**src/rtl/rpe_pkg.sv**
```systemverilog
// Shared definitions for the RPE array sequencer.
// - SIZE / PARTIAL_SUM_WIDTH: array geometry shared with the datapath.
// - rpe_state_e: sequencer FSM states.
package rpe_pkg;

  localparam int unsigned SIZE              = 8;
  localparam int unsigned PARTIAL_SUM_WIDTH = 32;

  typedef enum logic [2:0] {
    StIdle    = 3'd0,
    StLoadW   = 3'd1,
    StCompute = 3'd2,
    StDrain   = 3'd3,
    StDone    = 3'd4
  } rpe_state_e;

endpackage

```
**src/rtl/rpe_valid_delay.sv**
```systemverilog
// Fixed-depth delay line for 1-bit valid tags.
// - clk_i / rst_ni : clock, asynchronous active-low reset
// - flush_i        : synchronous clear of every stage
// - valid_i        : tag entering the line
// - valid_o        : tag delayed by DEPTH cycles (registered)
// - any_valid_o    : some tag is still in flight behind the output stage
module rpe_valid_delay #(
  parameter int unsigned DEPTH = 16
) (
  input  logic clk_i,
  input  logic rst_ni,
  input  logic flush_i,
  input  logic valid_i,
  output logic valid_o,
  output logic any_valid_o
);

  logic [DEPTH-1:0] pipe_q, pipe_d;

  always_comb begin
    pipe_d = '0;
    if (!flush_i) begin
      pipe_d = {pipe_q[DEPTH-2:0], valid_i};
    end
  end

  always_ff @(posedge clk_i or negedge rst_ni) begin
    if (!rst_ni) begin
      pipe_q <= '0;
    end else begin
      pipe_q <= pipe_d;
    end
  end

  assign valid_o     = pipe_q[DEPTH-1];
  // Excludes the output stage: when this is low and valid_o is high, that write is the last.
  assign any_valid_o = |pipe_q[DEPTH-2:0];

endmodule

```
**src/rtl/rpe_array_seq_ctrl.sv**
```systemverilog
// Sequencer for one weight-stationary tile on a SIZExSIZE RPE array.
// Loads SIZE weight rows (bottom row first), streams n activation vectors,
// and tags the deskewed results for the output buffer.
// Ports:
// - clk, rst_n            : clock, asynchronous active-low reset
// - start, abort, num_vec : tile start pulse, synchronous abort, vector count
// - busy, done            : tile in progress, one-cycle completion pulse
// - w_rd_en/w_rd_addr     : weight buffer read port
// - weight_valid          : array row-0 weight valid
// - a_rd_en/a_rd_addr     : activation buffer read port
// - o_wr_en/o_wr_addr     : output buffer write port
module rpe_array_seq_ctrl #(
  parameter int unsigned SIZE     = rpe_pkg::SIZE,
  parameter int unsigned MAX_VEC  = 256,
  parameter int unsigned W_ADDR_W = $clog2(SIZE),
  parameter int unsigned A_ADDR_W = $clog2(MAX_VEC),
  parameter int unsigned OUT_LAT  = 2 * SIZE
) (
  input  logic                clk,
  input  logic                rst_n,
  input  logic                start,
  input  logic                abort,
  input  logic [A_ADDR_W:0]   num_vec,
  output logic                busy,
  output logic                done,
  output logic                w_rd_en,
  output logic [W_ADDR_W-1:0] w_rd_addr,
  output logic                weight_valid,
  output logic                a_rd_en,
  output logic [A_ADDR_W-1:0] a_rd_addr,
  output logic                o_wr_en,
  output logic [A_ADDR_W-1:0] o_wr_addr
);

  import rpe_pkg::*;

  localparam logic [A_ADDR_W:0] MaxVec = (A_ADDR_W + 1)'(MAX_VEC);

  rpe_state_e          state_q, state_d;
  logic [A_ADDR_W:0]   n_q, n_d, rd_cnt_q, rd_cnt_d, wr_cnt_q, wr_cnt_d;
  logic                busy_q, busy_d, done_q, done_d;
  logic                w_rd_en_q, w_rd_en_d, weight_valid_q, weight_valid_d;
  logic                a_rd_en_q, a_rd_en_d;
  logic [W_ADDR_W-1:0] w_rd_addr_q, w_rd_addr_d;
  logic [A_ADDR_W-1:0] a_rd_addr_q, a_rd_addr_d;
  logic [A_ADDR_W:0]   n_sat;
  logic                flush, dly_out, dly_pending;

  assign n_sat = (num_vec > MaxVec) ? MaxVec : num_vec;

  always_comb begin
    state_d        = state_q;
    n_d            = n_q;
    rd_cnt_d       = rd_cnt_q;
    wr_cnt_d       = wr_cnt_q;
    busy_d         = busy_q;
    done_d         = 1'b0;
    w_rd_en_d      = 1'b0;
    w_rd_addr_d    = w_rd_addr_q;
    weight_valid_d = w_rd_en_q;
    a_rd_en_d      = 1'b0;
    a_rd_addr_d    = a_rd_addr_q;
    flush          = 1'b0;

    if (dly_out) begin
      wr_cnt_d = wr_cnt_q + 1'b1;
    end

    unique case (state_q)
      StIdle: begin
        if (start && !abort) begin
          n_d    = n_sat;
          busy_d = 1'b1;
          if (n_sat == '0) begin
            state_d = StDone;
          end else begin
            state_d     = StLoadW;
            w_rd_en_d   = 1'b1;
            w_rd_addr_d = W_ADDR_W'(SIZE - 1);
          end
        end
      end
      StLoadW: begin
        if (w_rd_addr_q == '0) begin
          state_d = StCompute;
        end else begin
          w_rd_en_d   = 1'b1;
          w_rd_addr_d = w_rd_addr_q - 1'b1;
        end
      end
      StCompute: begin
        if (rd_cnt_q == n_q) begin
          state_d = StDrain;
        end else begin
          a_rd_en_d   = 1'b1;
          a_rd_addr_d = rd_cnt_q[A_ADDR_W-1:0];
          rd_cnt_d    = rd_cnt_q + 1'b1;
        end
      end
      StDrain: begin
        // Reads are back-to-back, so the line drains with no gaps.
        if (dly_out && !dly_pending) begin
          state_d = StDone;
          done_d  = 1'b1;
          busy_d  = 1'b0;
        end
      end
      StDone: begin
        // done_q low only on the n==0 path, which needs one extra cycle before the pulse.
        if (done_q) begin
          state_d     = StIdle;
          n_d         = '0;
          rd_cnt_d    = '0;
          wr_cnt_d    = '0;
          w_rd_addr_d = '0;
          a_rd_addr_d = '0;
        end else begin
          done_d = 1'b1;
          busy_d = 1'b0;
        end
      end
      default: state_d = StIdle;
    endcase

    if (abort && (state_q != StIdle)) begin
      state_d        = StIdle;
      n_d            = '0;
      rd_cnt_d       = '0;
      wr_cnt_d       = '0;
      busy_d         = 1'b0;
      done_d         = 1'b0;
      w_rd_en_d      = 1'b0;
      w_rd_addr_d    = '0;
      weight_valid_d = 1'b0;
      a_rd_en_d      = 1'b0;
      a_rd_addr_d    = '0;
      flush          = 1'b1;
    end
  end

  always_ff @(posedge clk or negedge rst_n) begin
    if (!rst_n) begin
      state_q        <= StIdle;
      n_q            <= '0;
      rd_cnt_q       <= '0;
      wr_cnt_q       <= '0;
      busy_q         <= 1'b0;
      done_q         <= 1'b0;
      w_rd_en_q      <= 1'b0;
      w_rd_addr_q    <= '0;
      weight_valid_q <= 1'b0;
      a_rd_en_q      <= 1'b0;
      a_rd_addr_q    <= '0;
    end else begin
      state_q        <= state_d;
      n_q            <= n_d;
      rd_cnt_q       <= rd_cnt_d;
      wr_cnt_q       <= wr_cnt_d;
      busy_q         <= busy_d;
      done_q         <= done_d;
      w_rd_en_q      <= w_rd_en_d;
      w_rd_addr_q    <= w_rd_addr_d;
      weight_valid_q <= weight_valid_d;
      a_rd_en_q      <= a_rd_en_d;
      a_rd_addr_q    <= a_rd_addr_d;
    end
  end

  rpe_valid_delay #(
    .DEPTH(OUT_LAT)
  ) u_valid_delay (
    .clk_i      (clk),
    .rst_ni     (rst_n),
    .flush_i    (flush),
    .valid_i    (a_rd_en_q),
    .valid_o    (dly_out),
    .any_valid_o(dly_pending)
  );

  assign busy         = busy_q;
  assign done         = done_q;
  assign w_rd_en      = w_rd_en_q;
  assign w_rd_addr    = w_rd_addr_q;
  assign weight_valid = weight_valid_q;
  assign a_rd_en      = a_rd_en_q;
  assign a_rd_addr    = a_rd_addr_q;
  assign o_wr_en      = dly_out;
  assign o_wr_addr    = wr_cnt_q[A_ADDR_W-1:0];

endmodule

```
**config.mk**
```make
export PLATFORM = sky130hd
export DESIGN_NAME = rpe_array_seq_ctrl
export DESIGN_NICKNAME = d
export VERILOG_FILES = /design/src/rtl/rpe_pkg.sv /design/src/rtl/rpe_valid_delay.sv /design/src/rtl/rpe_array_seq_ctrl.sv
export SDC_FILE = /design/constraint.sdc
export NUM_CORES = 1
export LEC_CHECK = 0
export BUFFER_PORTS_ARGS = -buffer_cell sky130_fd_sc_hd__buf_2
export CAP_MARGIN = 20
export CORE_ASPECT_RATIO = 1.2
export CORE_MARGIN = 5
export CORE_UTILIZATION = 52
export DETAILED_ROUTE_END_ITERATION = 10
export PLACE_DENSITY = 0.76
export SYNTH_ARGS = -nofsm -noshare
export SYNTH_HDL_FRONTEND = slang
export SYNTH_SLANG_ARGS = --single-unit
```
**constraint.sdc**
```tcl
create_clock -name clk -period 1.7 [get_ports clk]
set_clock_uncertainty 0.1 [all_clocks]
set_input_delay 0.085 -clock clk [delete_from_list [all_inputs] [get_ports clk]]
set_output_delay 0.085 -clock clk [all_outputs]
set_load 0.02 [all_outputs]
```
After elaboration in Yosys (flattened, before gate mapping) --
Index checks and enable logic that the tools add are counted.
Word-level totals: memories kept 0, register bits 62, input bits 13, output and inout bits 25, RAM bits 0, logic and storage cells 98, latch bits 0, ROM bits 0
Operators by class: equal/unequal tests 14, shifts and indexed selects 0, order comparisons 1, $add $sub $neg 3, reduce and logical (&&, ||, !) cells 19, multiply operators 0, bitwise gates (word level) 0, divide/modulo/power cells 0, multiplexer cells 49
Operators with widths (count):
- 9-bit 2-to-1 mux | 10
- 9-bit one-hot mux with 2 select lines | 2
- 3-bit 2-to-1 mux | 11
- 3-bit != test, second input constant | 9
- 8-bit 2-to-1 mux | 3
- 9-bit by 1-bit adder with 9-bit output, second input constant | 2
- 1-bit 2-to-1 mux | 16
- 16-bit 2-to-1 mux | 1
- 8-bit one-hot mux with 2 select lines | 1
- 3-bit one-hot mux with 5 select lines | 1
- 15-bit OR reduction | 1
- 5-bit AND reduction | 2
- 9-bit equality test | 1
- 9-bit greater-than comparator, second input constant | 1
- 9-bit logical NOT | 1
- 3-bit one-hot mux with 3 select lines | 1
- 3-bit nonzero test | 3
- 4-bit nonzero test | 2
- 3-bit by 2-bit equality test with 1-bit output, second input constant | 2
- 3-bit logical NOT | 2
- 3-bit AND reduction | 2
- 1-bit one-hot mux with 2 select lines | 2
- 4-bit AND reduction | 1
- 3-bit by 1-bit equality test with 1-bit output, second input constant | 1
- 5 further kinds | 8

Depth between registers and ports, before layout --
Gate-level depths: netlist of run 1.
word-level depth 7, depth in mapped cells 7, depth with buffers taken out 7

Hierarchy --
From an unflattened synthesis of run 1, not the netlist that was laid out.
Second synthesis, totals: cells, all modules 256, area, all modules 2802.7 sq um
By module, submodules not included:
- rpe_array_seq_ctrl | area each 2258.4 sq um, cells each 218, instances 1, sequential area each 1126.1 sq um
- rpe_valid_delay | area each 544.3 sq um, cells each 38, instances 1, sequential area each 400.4 sq um

Least setup slack after synthesis of run 1 --
OpenSTA, ideal clock, no wires.
path type register to register, from register rd_cnt_q[0], to register rd_cnt_q[2], library setup time 0.125 ns, cell stages (with the launch flop) 6, clock period less this slack 1.854 ns, data arrival time 1.629 ns, setup slack -0.154 ns, path through dfrtp_1 -> xor2_1 -> nor4_4 -> nand4_4 -> nand3_2 -> mux2_2
On the way: cells in the longest elaborated chain, start to end 4, elaborated cells between the ends (all ways) 7, those cells by class 1 x add/sub; 2 x eq/ne; 3 x mux; 1 x reduce/logical
Ends and longest elaborated chain:
- start, declared | RTL line rpe_array_seq_ctrl.sv:40 | logic [A_ADDR_W:0] n_q, n_d, rd_cnt_q, rd_cnt_d, wr_cnt_q, wr_cnt_d;
- start signal, assigned | RTL line rpe_array_seq_ctrl.sv:157 | rd_cnt_q <= rd_cnt_d;
- 9-bit by 1-bit adder with 9-bit output | RTL line rpe_array_seq_ctrl.sv:97 | rd_cnt_d = rd_cnt_q + 1'b1;
- 9-bit 2-to-1 mux | RTL line rpe_array_seq_ctrl.sv:92 | if (rd_cnt_q == n_q) begin
- 9-bit one-hot mux with 2 select lines | RTL line rpe_array_seq_ctrl.sv:69 | unique case (state_q)
- 9-bit 2-to-1 mux | RTL line rpe_array_seq_ctrl.sv:125 | if (abort && (state_q != StIdle)) begin
Parallel ways exist; a longest one is shown, timed or not. The select of a mux whose other input is x is not followed. A chain may end at the register's enable or synchronous reset.

Worst setup path in the final report of run 1 --
from register rd_cnt_q[0], to register rd_cnt_q[7]
The elaborated chain is that of the path after synthesis.

==> summary.txt, run 1 <==
Hold path depth: 3
IO Pins: 38
Fill cells: 347
Vias per cell: 5.828
Syn Std Cell Area: 2922 um2
Post-Synthesis Cells: 261
TritonCTS clock tree: yes
Multi-input logic area: 1592 um2
Leakage: 2.090 nW
Worst setup SP type: flop
Syn_nets: 278
Async SR Flop Fraction: 100.0%
Vias in the first global route: 2370
Number of synthesized flops with an enable pin: 0
Synth area leaders: dfrtp_1 (52%), a22o_1 (5.7%), xor2_1 (3.9%)
FMAX: 538.6 MHz
Remaining global-route overflow: 0
Via Count: 2547
Row cnt: 30
Cell count of the worst reg-to-reg path: 5
Ys Warns: 0
CP max FO: 8
Design area: 4203 um2
GR met3 Demand/Resource: 3.733%
Slew @ Worst Pin: 0.5625 ns
Die height: 92.11 um
Router iterations before antenna repair: 4
Placed cells: 401
Unrepaired setup endpoints after global routing: yes
Final slew viol count: 0
Max-Cap Viols: 0
DR iter-0 viols: 198
Cell Pwr Density: 1093 nW/um2
Grt met1 use: 25.16%
Post-DP HPWL: 4571 um
Routed WL: 7874 um
Tot Pwr: 4.592 mW
Layout cells sized above 1: 44.24%
Failing checks: setup timing
Area delta synth->final: 43.85%
First-pass GRT wire length: 11370 um
Total core area: 5555 um2
Initial antenna violation count: 0
GR Util met2: 33.43%
H-tree level count: 3
Period utilization: 109.2%
CTS Buffer Depth: 2
Clock Pin Slew Worst Setup and Hold Paths: 0.07 ns
CTS buffer count: 9
Final hold violation count: 0
Synth cell count leaders: dfrtp_1 (61), nor2_1 (25), a22o_1 (19)
Die X: 78.43 um
Area share of the largest cell type after synthesis: 52.25%
Worst EP required: 1.83 ns
Clk Tree Root Cell: clkbuf_8
Initial Utilization: 52.59%
Fin Setup TNS: -1.955 ns
Gpl congestion: 0.8074
Count of clock tree sinks: 61
Per-cell routed wire length: 18.02 um
Yosys top cell by area: dfrtp_1
Setup Viol. Count Final: 20
Largest net degree at the start of global routing: 62
Arr. time, crit path: 1.98 ns
Top-count cell post-synth: dfrtp_1
CP Capture Type: flop
Synth cell types: 51
Final Core Density: 75.65%
Non-Filler Instances: 437
N_diodes: 0
Ys flop type: dfrtp_1
GR peak layer: met2
Avg Inst Size Synth: 11.19 um2
Post-synthesis sequential element count: 61
Setup CP Type: reg2reg
Setup ws final: -0.1565 ns
Tightest Hold Check Type: in2reg
Min Tclk post-route: 1.857 ns
Outcome: finished with violations
GRT Overall Usage: 20.58%
Clk_lat worst skew: 0.34 ns
DRC violations left: 0
Placed instance area: 3538 um2
Slew headroom: 61.53%
IO Port Bufs: 37
Post-synthesis sequential area ratio: 52.25%
Reg area: 1531 um2
Maximum VDD drop: 1.029 mV
Die ar.: 7224 um2
Final ANT Viol Nets: 0
Final #Nets: 385
-- area by class of cell --
| cell class | instances | share of cell area (%) |
|---|---|---|
| clock buffers | 13 | 4.019 |
| multi-input cells | 190 | 37.87 |
| well taps | 64 | 1.905 |
| clock inverters | 3 | 2.143 |
| flip-flops and latches | 61 | 36.44 |
| inverters | 4 | 0.3572 |
| repair buffers | 102 | 17.27 |
-- power breakdown --
group	internal, mW	switching (mW)	leakage (nW)
registers	1.56	0.107	0.826
clock network	1.10	0.558	0.130
logic	0.602	0.666	1.13
-- registers in the layout (all words and copies together), names as in the netlist --
| name | cells |
|---|---|
| u_valid_delay.pipe_q | 16 |
| n_q | 9 |
| rd_cnt_q | 9 |
| a_rd_addr | 8 |
| wr_cnt_q | 8 |
| state_q | 3 |
| w_rd_addr | 3 |
| a_rd_en | 1 |
| busy | 1 |
| done | 1 |
| w_rd_en | 1 |
| weight_valid | 1 |
-- final timing paths --
kind | from | to | slack, ns
setup / recovery | rd_cnt_q[0]$_DFFE_PN0P_ | rd_cnt_q[7]$_DFFE_PN0P_ | -0.16
hold / removal | start | n_q[8]$_DFFE_PN0P_ | 0.07
setup reg to reg | rd_cnt_q[0]$_DFFE_PN0P_ | rd_cnt_q[7]$_DFFE_PN0P_ | -0.16
hold reg to reg | w_rd_en$_DFF_PN0_ | weight_valid$_DFF_PN0_ | 0.38
max in group asynchronous | rst_n | w_rd_addr[1]$_DFFE_PN0P_ | 1.04
min in group asynchronous | rst_n | u_valid_delay.pipe_q[10]$_DFF_PN0_ | 0.18
-- kinds of logic after synthesis --
kind of cell	synth area share, %
xor+xnor	4.797
flops	52.25
buf+inv	2.398
compound gates	16.06
mux	2.998
simple gates	19.79
fa+ha+maj	1.713
-- per-layer routing --
| metal | wire length (um) | share of wire [%] |
|---|---|---|
| met5 | 0 | 0 |
| met4 | 294 | 3.7 |
| met3 | 372 | 4.7 |
| met2 | 3948 | 50 |
| met1 | 3259 | 41 |
-- critical path, stage by stage (launching register included) --
cell and delay [ns]:
dfrtp_1 0.44, xor2_2 0.19, nor4_4 0.35, nand4_4 0.23
nand3_2 0.12, mux2_4 0.30
-- placed cells by master, fill, tap and decap left out, types with 3 or more instances in the layout --
cell	instances
dfrtp_1	57
buf_4	50
buf_2	37
nor2_1	21
a22o_1	19
and2_1	17
nand2_1	14
clkbuf_8	12
xor2_1	11
dlygate4sd3_1	10
o21ai_0	7
nand3_1	6
mux2_4	6
nor4_1	5
nor2b_1	5
and3_1	5
nand3_2	5
a31oi_4	4
buf_6	4
dfrtp_2	4
nor2_4	3
nand4_1	3
xnor2_1	3
nor2_2	3
nor2b_4	3
and3_4	3
bufinv_16	3
-- timing repair --
action / 4_1_cts / 5_1_grt
gates cloned: 1 / 1
endpoints found under the setup margin: 21 / 40
hold buffers: 10 / 0
buffers inserted: 0 / 8
resized for setup: 5 / 44
pin swaps: 3 / 15
endpoints found under the hold margin: 70 / 0
-- stage by stage --
stage | setup WS [ns] | hold WS [ns]
2_1_floorplan | -0.1257 | -0.3106
3_3_place_gp | -0.08359 | 0.01547
3_5_place_dp | -0.1213 | 0.01671
4_1_cts | -0.1269 | 0.002111
5_1_grt | -0.1978 | 0.06460
6_report | -0.1565 | 0.07019
No activity file was read; power rests on OpenSTA's default activity.
==> inputs of run 2 (changes only) <==
--- a/config.mk
+++ b/config.mk
@@ -9,9 +9,10 @@
 export CAP_MARGIN = 20
 export CORE_ASPECT_RATIO = 1.2
 export CORE_MARGIN = 5
-export CORE_UTILIZATION = 52
+export CORE_UTILIZATION = 51
 export DETAILED_ROUTE_END_ITERATION = 10
-export PLACE_DENSITY = 0.76
+export PLACE_DENSITY = 0.75
 export SYNTH_ARGS = -nofsm -noshare
 export SYNTH_HDL_FRONTEND = slang
+export SYNTH_HIERARCHICAL = 1
 export SYNTH_SLANG_ARGS = --single-unit
==> run 2 against run 1 <==
Effect of this change:
- the flow still finishes with violations (setup timing)
- count of clock-buffer cells in the layout decreased by 1
- via count down 6.0%
- final area down 5.5%
- power up 7.2%
- combinational power grew 61%
- synthesized cell count down 1.9%
- final cell count is 1.8% lower
- maximum frequency increased by 0.21%
- critical path depth is the same
- sequential share of layout area rose by 2.2 points
- core utilization fell by 0.71 points
- first-iteration DRC count is 41% lower
- critical path type unchanged
==> summary.txt, run 2 <==
R2r startpoint: state_q[1]$_DFFE_PN0P_
Final ANT Viol Nets: 0
GRT Overall Usage: 20.77%
Synth Area in Compound Gates: 15.76%
CP cell instances: nor2_4, mux2_4, and4b_1, nand2b_4, mux2_4
Routed WL: 7453 um
Setup Viol. Count Final: 19
Critical-path cell with the highest stage delay: dfrtp_2
Slew headroom: 57.33%
Area share of the largest cell type after synthesis: 54.46%
Setup CP Type: reg2reg
Post-Synthesis Cells: 256
Via Count: 2395
Count of clock tree sinks: 61
Worst Setup SP: state_q[1]$_DFFE_PN0P_
IO Port Bufs: 37
Arr. time, crit path: 1.98 ns
Post-synthesis sequential area ratio: 54.46%
TritonCTS clock tree: yes
Non-Filler Instances: 429
Top-count cell post-synth: dfrtp_1
Setup ws final: -0.1527 ns
CP Capture Type: flop
Placed cells: 394
Largest family of logic cells by synthesized area: simple AND/OR/NAND/NOR gates
Clk_lat worst skew: 0.34 ns
N_diodes: 0
Commonest cells after routing, fill and taps aside: dfrtp_1 (56), buf_4 (52), buf_2 (37)
Top delay family on crit path: multiplexers
Period utilization: 109.0%
CP bufs+invs: 0
Worst setup SP type: flop
Max-Cap Viols: 0
DR iter-0 viols: 117
Remaining global-route overflow: 0
First-pass GRT wire length: 11780 um
Maximum VDD drop: 0.7004 mV
CP max FO: 5
Syn Std Cell Area: 2803 um2
Min Tclk post-route: 1.853 ns
Fin Hold WS: 0.08976 ns
Post-DP HPWL: 4627 um
Post-synthesis sequential element count: 61
Worst path depth: 5
Gpl congestion: 0.8855
Simple-gate area share of the yosys netlist: 16.43%
Layout cells sized above 1: 43.87%
Commonest non-fill, non-tap cell in the layout: dfrtp_1
Async SR Flop Fraction: 100.0%
Largest stage delay, worst path: 0.45 ns
FMAX: 539.7 MHz
Die X: 77.67 um
Slew @ Worst Pin: 0.6394 ns
Row cnt: 29
Avg Inst Size Synth: 10.95 um2
Total core area: 5298 um2
Tot Pwr: 4.924 mW
Biggest regs: u_valid_delay/pipe_q: 16 flops, n_q: 9 flops, rd_cnt_q: 9 flops
Adder-cell area share of the yosys netlist: 1.786%
Clock Pin Slew Worst Setup and Hold Paths: 0.07 ns
Worst EP required: 1.82 ns
Initial antenna violation count: 0
Max FFs per register: 16
Design area: 3970 um2
Initial Utilization: 52.91%
Vias per cell: 5.583
Leakage: 2.003 nW
Syn_nets: 273
Crit path top cell by count: mux2_4
Synth area leaders: dfrtp_1 (54%), a22o_1 (5.3%), nor2b_1 (4.5%)
Final #Nets: 379
CP endpoint: a_rd_addr[0]$_DFFE_PN0P_
Final slew viol count: 0
Tightest Hold Check Type: in2reg
Synth cell count leaders: dfrtp_1 (61), nor2b_1 (20), o21ai_0 (20)
Pre-CTS setup slack: -0.1567 ns
Router iterations before antenna repair: 4
Crit Reg-Reg Endpoint: a_rd_addr[0]$_DFFE_PN0P_
Unrepaired setup endpoints after global routing: yes
Xor/xnor share of the synthesized area: 5.000%
Fill cells: 342
Per-cell routed wire length: 17.37 um
Outcome: finished with violations
H-tree level count: 3
Vias in the first global route: 2481
Clk Tree Root Cell: clkbuf_8
Failing checks: setup timing
Final Core Density: 74.94%
Fin Setup TNS: -1.346 ns
Largest net degree at the start of global routing: 26
CTS Buffer Depth: 2
Cell Pwr Density: 1240 nW/um2
Synth cell types: 44
Most flop-heavy register: u_valid_delay/pipe_q
CTS buffer count: 9
Area delta synth->final: 41.65%
Placed instance area: 3412 um2
Die height: 91.21 um
Ys Warns: 6
Die ar.: 7084 um2
Cell count of the worst reg-to-reg path: 5
Number of synthesized flops with an enable pin: 0
Yosys top cell by area: dfrtp_1
Final hold violation count: 0
Mux contribution to synthesized area: 2.634%
Ys flop type: dfrtp_1
DRC violations left: 0
IO Pins: 38
R2r setup slk: -0.15 ns
-- run 2: logic make-up after synthesis --
family                     count (synthesis)
and+or+nand+nor                           83
xor gates and xnor gates                  16
adders and majority gates                  4
DFF                                       61
muxes                                      6
AOI/OAI and AO/OA                         65
buffers and inverters                     21
-- run 2: layout make-up --
cell class              instances  area (um2)  area share (%)
clock buffers                  12       155.1           3.908
clock inverters                 4       22.52          0.5673
inverters                       9       33.78          0.8509
multi-input cells             174        1365           34.38
flip-flops and latches         61        1533           38.61
well taps                      62       77.57           1.954
repair buffers                107       783.3           19.73
-- run 2: layer usage --
layer | wire [um] | vias to the layer above | share of wire [%] | global-route usage [%]
met5 | 0 | - | 0 | 0
met4 | 191 | 0 | 2.6 | 10.17
met3 | 320 | 16 | 4.3 | 3.366
met2 | 4020 | 66 | 54 | 36.21
met1 | 2921 | 1183 | 39 | 24.44
li1 | - | 1130 | - | -
-- run 2: report_power, final --
part	switching (mW)	internal, mW
Combinational	1.00	1.03
Sequential	0.134	1.61
Clock	0.547	0.601
Total	1.68	3.24
-- run 2: worst min-delay path by stage --
| stage | slack (ns) | start | to | cells after the start |
|---|---|---|---|---|
| after global placement | -0.03 | rst_n | u_valid_delay/pipe_q[1]$_DFF_PN0_ | 1 |
| final | 0.09 | abort | w_rd_en$_DFF_PN0_ | 2 |
| after floorplan | -0.31 | rst_n | a_rd_addr[0]$_DFFE_PN0P_ | 0 |
| after detailed placement | -0.03 | rst_n | u_valid_delay/pipe_q[1]$_DFF_PN0_ | 1 |
| after CTS | 0.07 | abort | w_rd_en$_DFF_PN0_ | 2 |
| after global routing | 0.08 | abort | w_rd_en$_DFF_PN0_ | 2 |
-- run 2: what timing repair did --
action / CTS / global route
setup buffers: 2 / 8
setup endpoints to repair: 48 / 43
hold buffers: 10 / 0
gates cloned: 0 / 0
hold endpoints to repair: 53 / 0
pin swaps: 11 / 11
gates resized for setup: 24 / 34
-- run 2: worst register-to-register path, delay by kind of cell, from the launching register on --
family	cells	cell delay, ns
DFF	1	0.45
muxes	2	0.61
and+or+nand+nor	3	0.58
==> inputs of run 3 (changes only) <==
==> constraint.sdc (replaced) <==
create_clock -name clk -period 1.7 [get_ports clk]
set_clock_uncertainty 0.1 [all_clocks]
set_input_delay 0.17 -clock clk [delete_from_list [all_inputs] [get_ports clk]]
set_output_delay 0.17 -clock clk [all_outputs]
set_load 0.02 [all_outputs]
==> run 3 against run 2 <==
Effect of this change:
- the flow still finishes with violations (setup timing)
- via count is 0.38% higher
- die area unchanged
- sequential power is essentially flat
- maximum frequency fell by 1.0%
- non-clock buffer count increased by 2
- wire length grew 0.67%
- combinational power is 3% higher
- clock power rose by 9.6%
- power grew 3.9%
- first-iteration DRC count up 66%
- critical endpoint unchanged
- largest power group unchanged
==> summary.txt, run 3 (same netlist as run 2, synthesis figures left out) <==
Per-cell routed wire length: 17.41 um
Arr. time, crit path: 2.00 ns
Layout cells sized above 1: 46.88%
Fill cells: 349
Initial Utilization: 52.91%
Placed cells: 396
Die ar.: 7084 um2
FMAX: 534.1 MHz
Die X: 77.67 um
CTS buffer count: 9
Max-Cap Viols: 0
Leakage: 2.036 nW
Fin Setup TNS: -1.599 ns
Final hold violation count: 0
Max FFs per register: 16
Clk_lat worst skew: 0.34 ns
Min Tclk post-route: 1.872 ns
Final #Nets: 381
Cell Pwr Density: 1267 nW/um2
Largest net degree at the start of global routing: 62
Clk Tree Root Cell: clkbuf_8
Most flop-heavy register: u_valid_delay/pipe_q
Maximum VDD drop: 0.8138 mV
Worst EP required: 1.83 ns
Period utilization: 110.1%
Vias in the first global route: 2481
Non-Filler Instances: 431
CP Capture Type: flop
H-tree level count: 3
First-pass GRT wire length: 11630 um
GRT Overall Usage: 20.90%
Slew @ Worst Pin: 0.4366 ns
Routed WL: 7503 um
N_diodes: 0
Worst setup SP type: flop
Design area: 4039 um2
Post-DP HPWL: 4429 um
Clock Pin Slew Worst Setup and Hold Paths: 0.07 ns
Setup ws final: -0.1722 ns
Failing checks: setup timing
Die height: 91.21 um
Pre-CTS setup slack: -0.1949 ns
Via Count: 2404
CP max FO: 3
Total core area: 5298 um2
DR iter-0 viols: 194
Setup Viol. Count Final: 19
Tightest Hold Check Type: in2reg
IO Port Bufs: 37
Count of clock tree sinks: 61
CTS Buffer Depth: 2
Router iterations before antenna repair: 4
Gpl congestion: 0.8726
TritonCTS clock tree: yes
DRC violations left: 0
Biggest regs: u_valid_delay/pipe_q: 16 flops, n_q: 9 flops, rd_cnt_q: 9 flops
Area delta synth->final: 44.11%
Initial antenna violation count: 0
Setup CP Type: reg2reg
Slew headroom: 70.73%
Row cnt: 29
Final ANT Viol Nets: 0
Vias per cell: 5.578
Outcome: finished with violations
IO Pins: 38
Placed instance area: 3415 um2
Final slew viol count: 0
Unrepaired setup endpoints after global routing: yes
Commonest cells after routing, fill and taps aside: dfrtp_1 (55), buf_4 (55), buf_2 (37)
Remaining global-route overflow: 0
==> run 3: worst max-delay path, stage by stage (launching register included) <==
cell      delay (ns)
dfrtp_2         0.45
nor2_4          0.15
mux2_4          0.32
and4b_1         0.27
nand2b_4        0.16
mux2_4          0.30
==> run 3: stage by stage <==
step	hold WS [ns]	utilization [%]	total power, mW
after global placement	0.1014	64.45	3.241
after global routing	0.05458	76.24	5.390
after detailed placement	0.1025	64.45	3.278
after CTS	0.03679	72.86	4.814
final	0.05429	76.24	5.116
after floorplan	-0.2256	-	2.680
==> run 3: final cells by class <==
| cell class | count | area (um2) | area share, % |
|---|---|---|---|
| clock buffers | 12 | 145.1 | 3.594 |
| clock inverters | 4 | 47.55 | 1.177 |
| inverters | 9 | 33.78 | 0.8364 |
| flip-flops and latches | 61 | 1534 | 37.98 |
| multi-input cells | 174 | 1408 | 34.85 |
| well taps | 62 | 77.57 | 1.921 |
| repair buffers | 109 | 793.3 | 19.64 |
==> run 3: worst paths after layout <==
check | startpoint | to | slack (ns) | cells after the start
setup / recovery | state_q[1]$_DFFE_PN0P_ | a_rd_addr[0]$_DFFE_PN0P_ | -0.17 | 5
hold / removal | num_vec[5] | n_q[5]$_DFFE_PN0P_ | 0.05 | 3
setup reg to reg | state_q[1]$_DFFE_PN0P_ | a_rd_addr[0]$_DFFE_PN0P_ | -0.17 | 5
hold reg to reg | a_rd_en$_DFF_PN0_ | u_valid_delay/pipe_q[0]$_DFF_PN0_ | 0.39 | 1
max in group asynchronous | rst_n | w_rd_addr[1]$_DFFE_PN0P_ | 0.92 | 3
min in group asynchronous | rst_n | u_valid_delay/pipe_q[9]$_DFF_PN0_ | 0.26 | 3
==> run 3: metal layers <==
layer | vias to the layer above | part of all wire, % | track usage [%] | wire (um)
met5 | - | 0 | 0 | 0
met4 | 0 | 2.3 | 11.32 | 174
met3 | 15 | 5.0 | 4.653 | 376
met2 | 59 | 54 | 35.86 | 4076
met1 | 1199 | 38 | 23.82 | 2877
li1 | 1131 | - | - | -
==> run 3: repair_timing <==
item | in CTS | in global routing
setup endpoints to repair | 49 | 59
hold buffers | 4 | 0
hold endpoints to repair | 64 | 0
pin swaps | 21 | 18
setup buffers | 7 | 7
gates cloned | 2 | 0
gates resized for setup | 42 | 37
==> run 3: where the power goes <==
group	leakage (nW)	internal, mW	total (mW)	switching, mW
Combinational	1.11	1.06	2.11	1.04
Clock	0.0964	0.713	1.26	0.548
Sequential	0.827	1.61	1.75	0.141
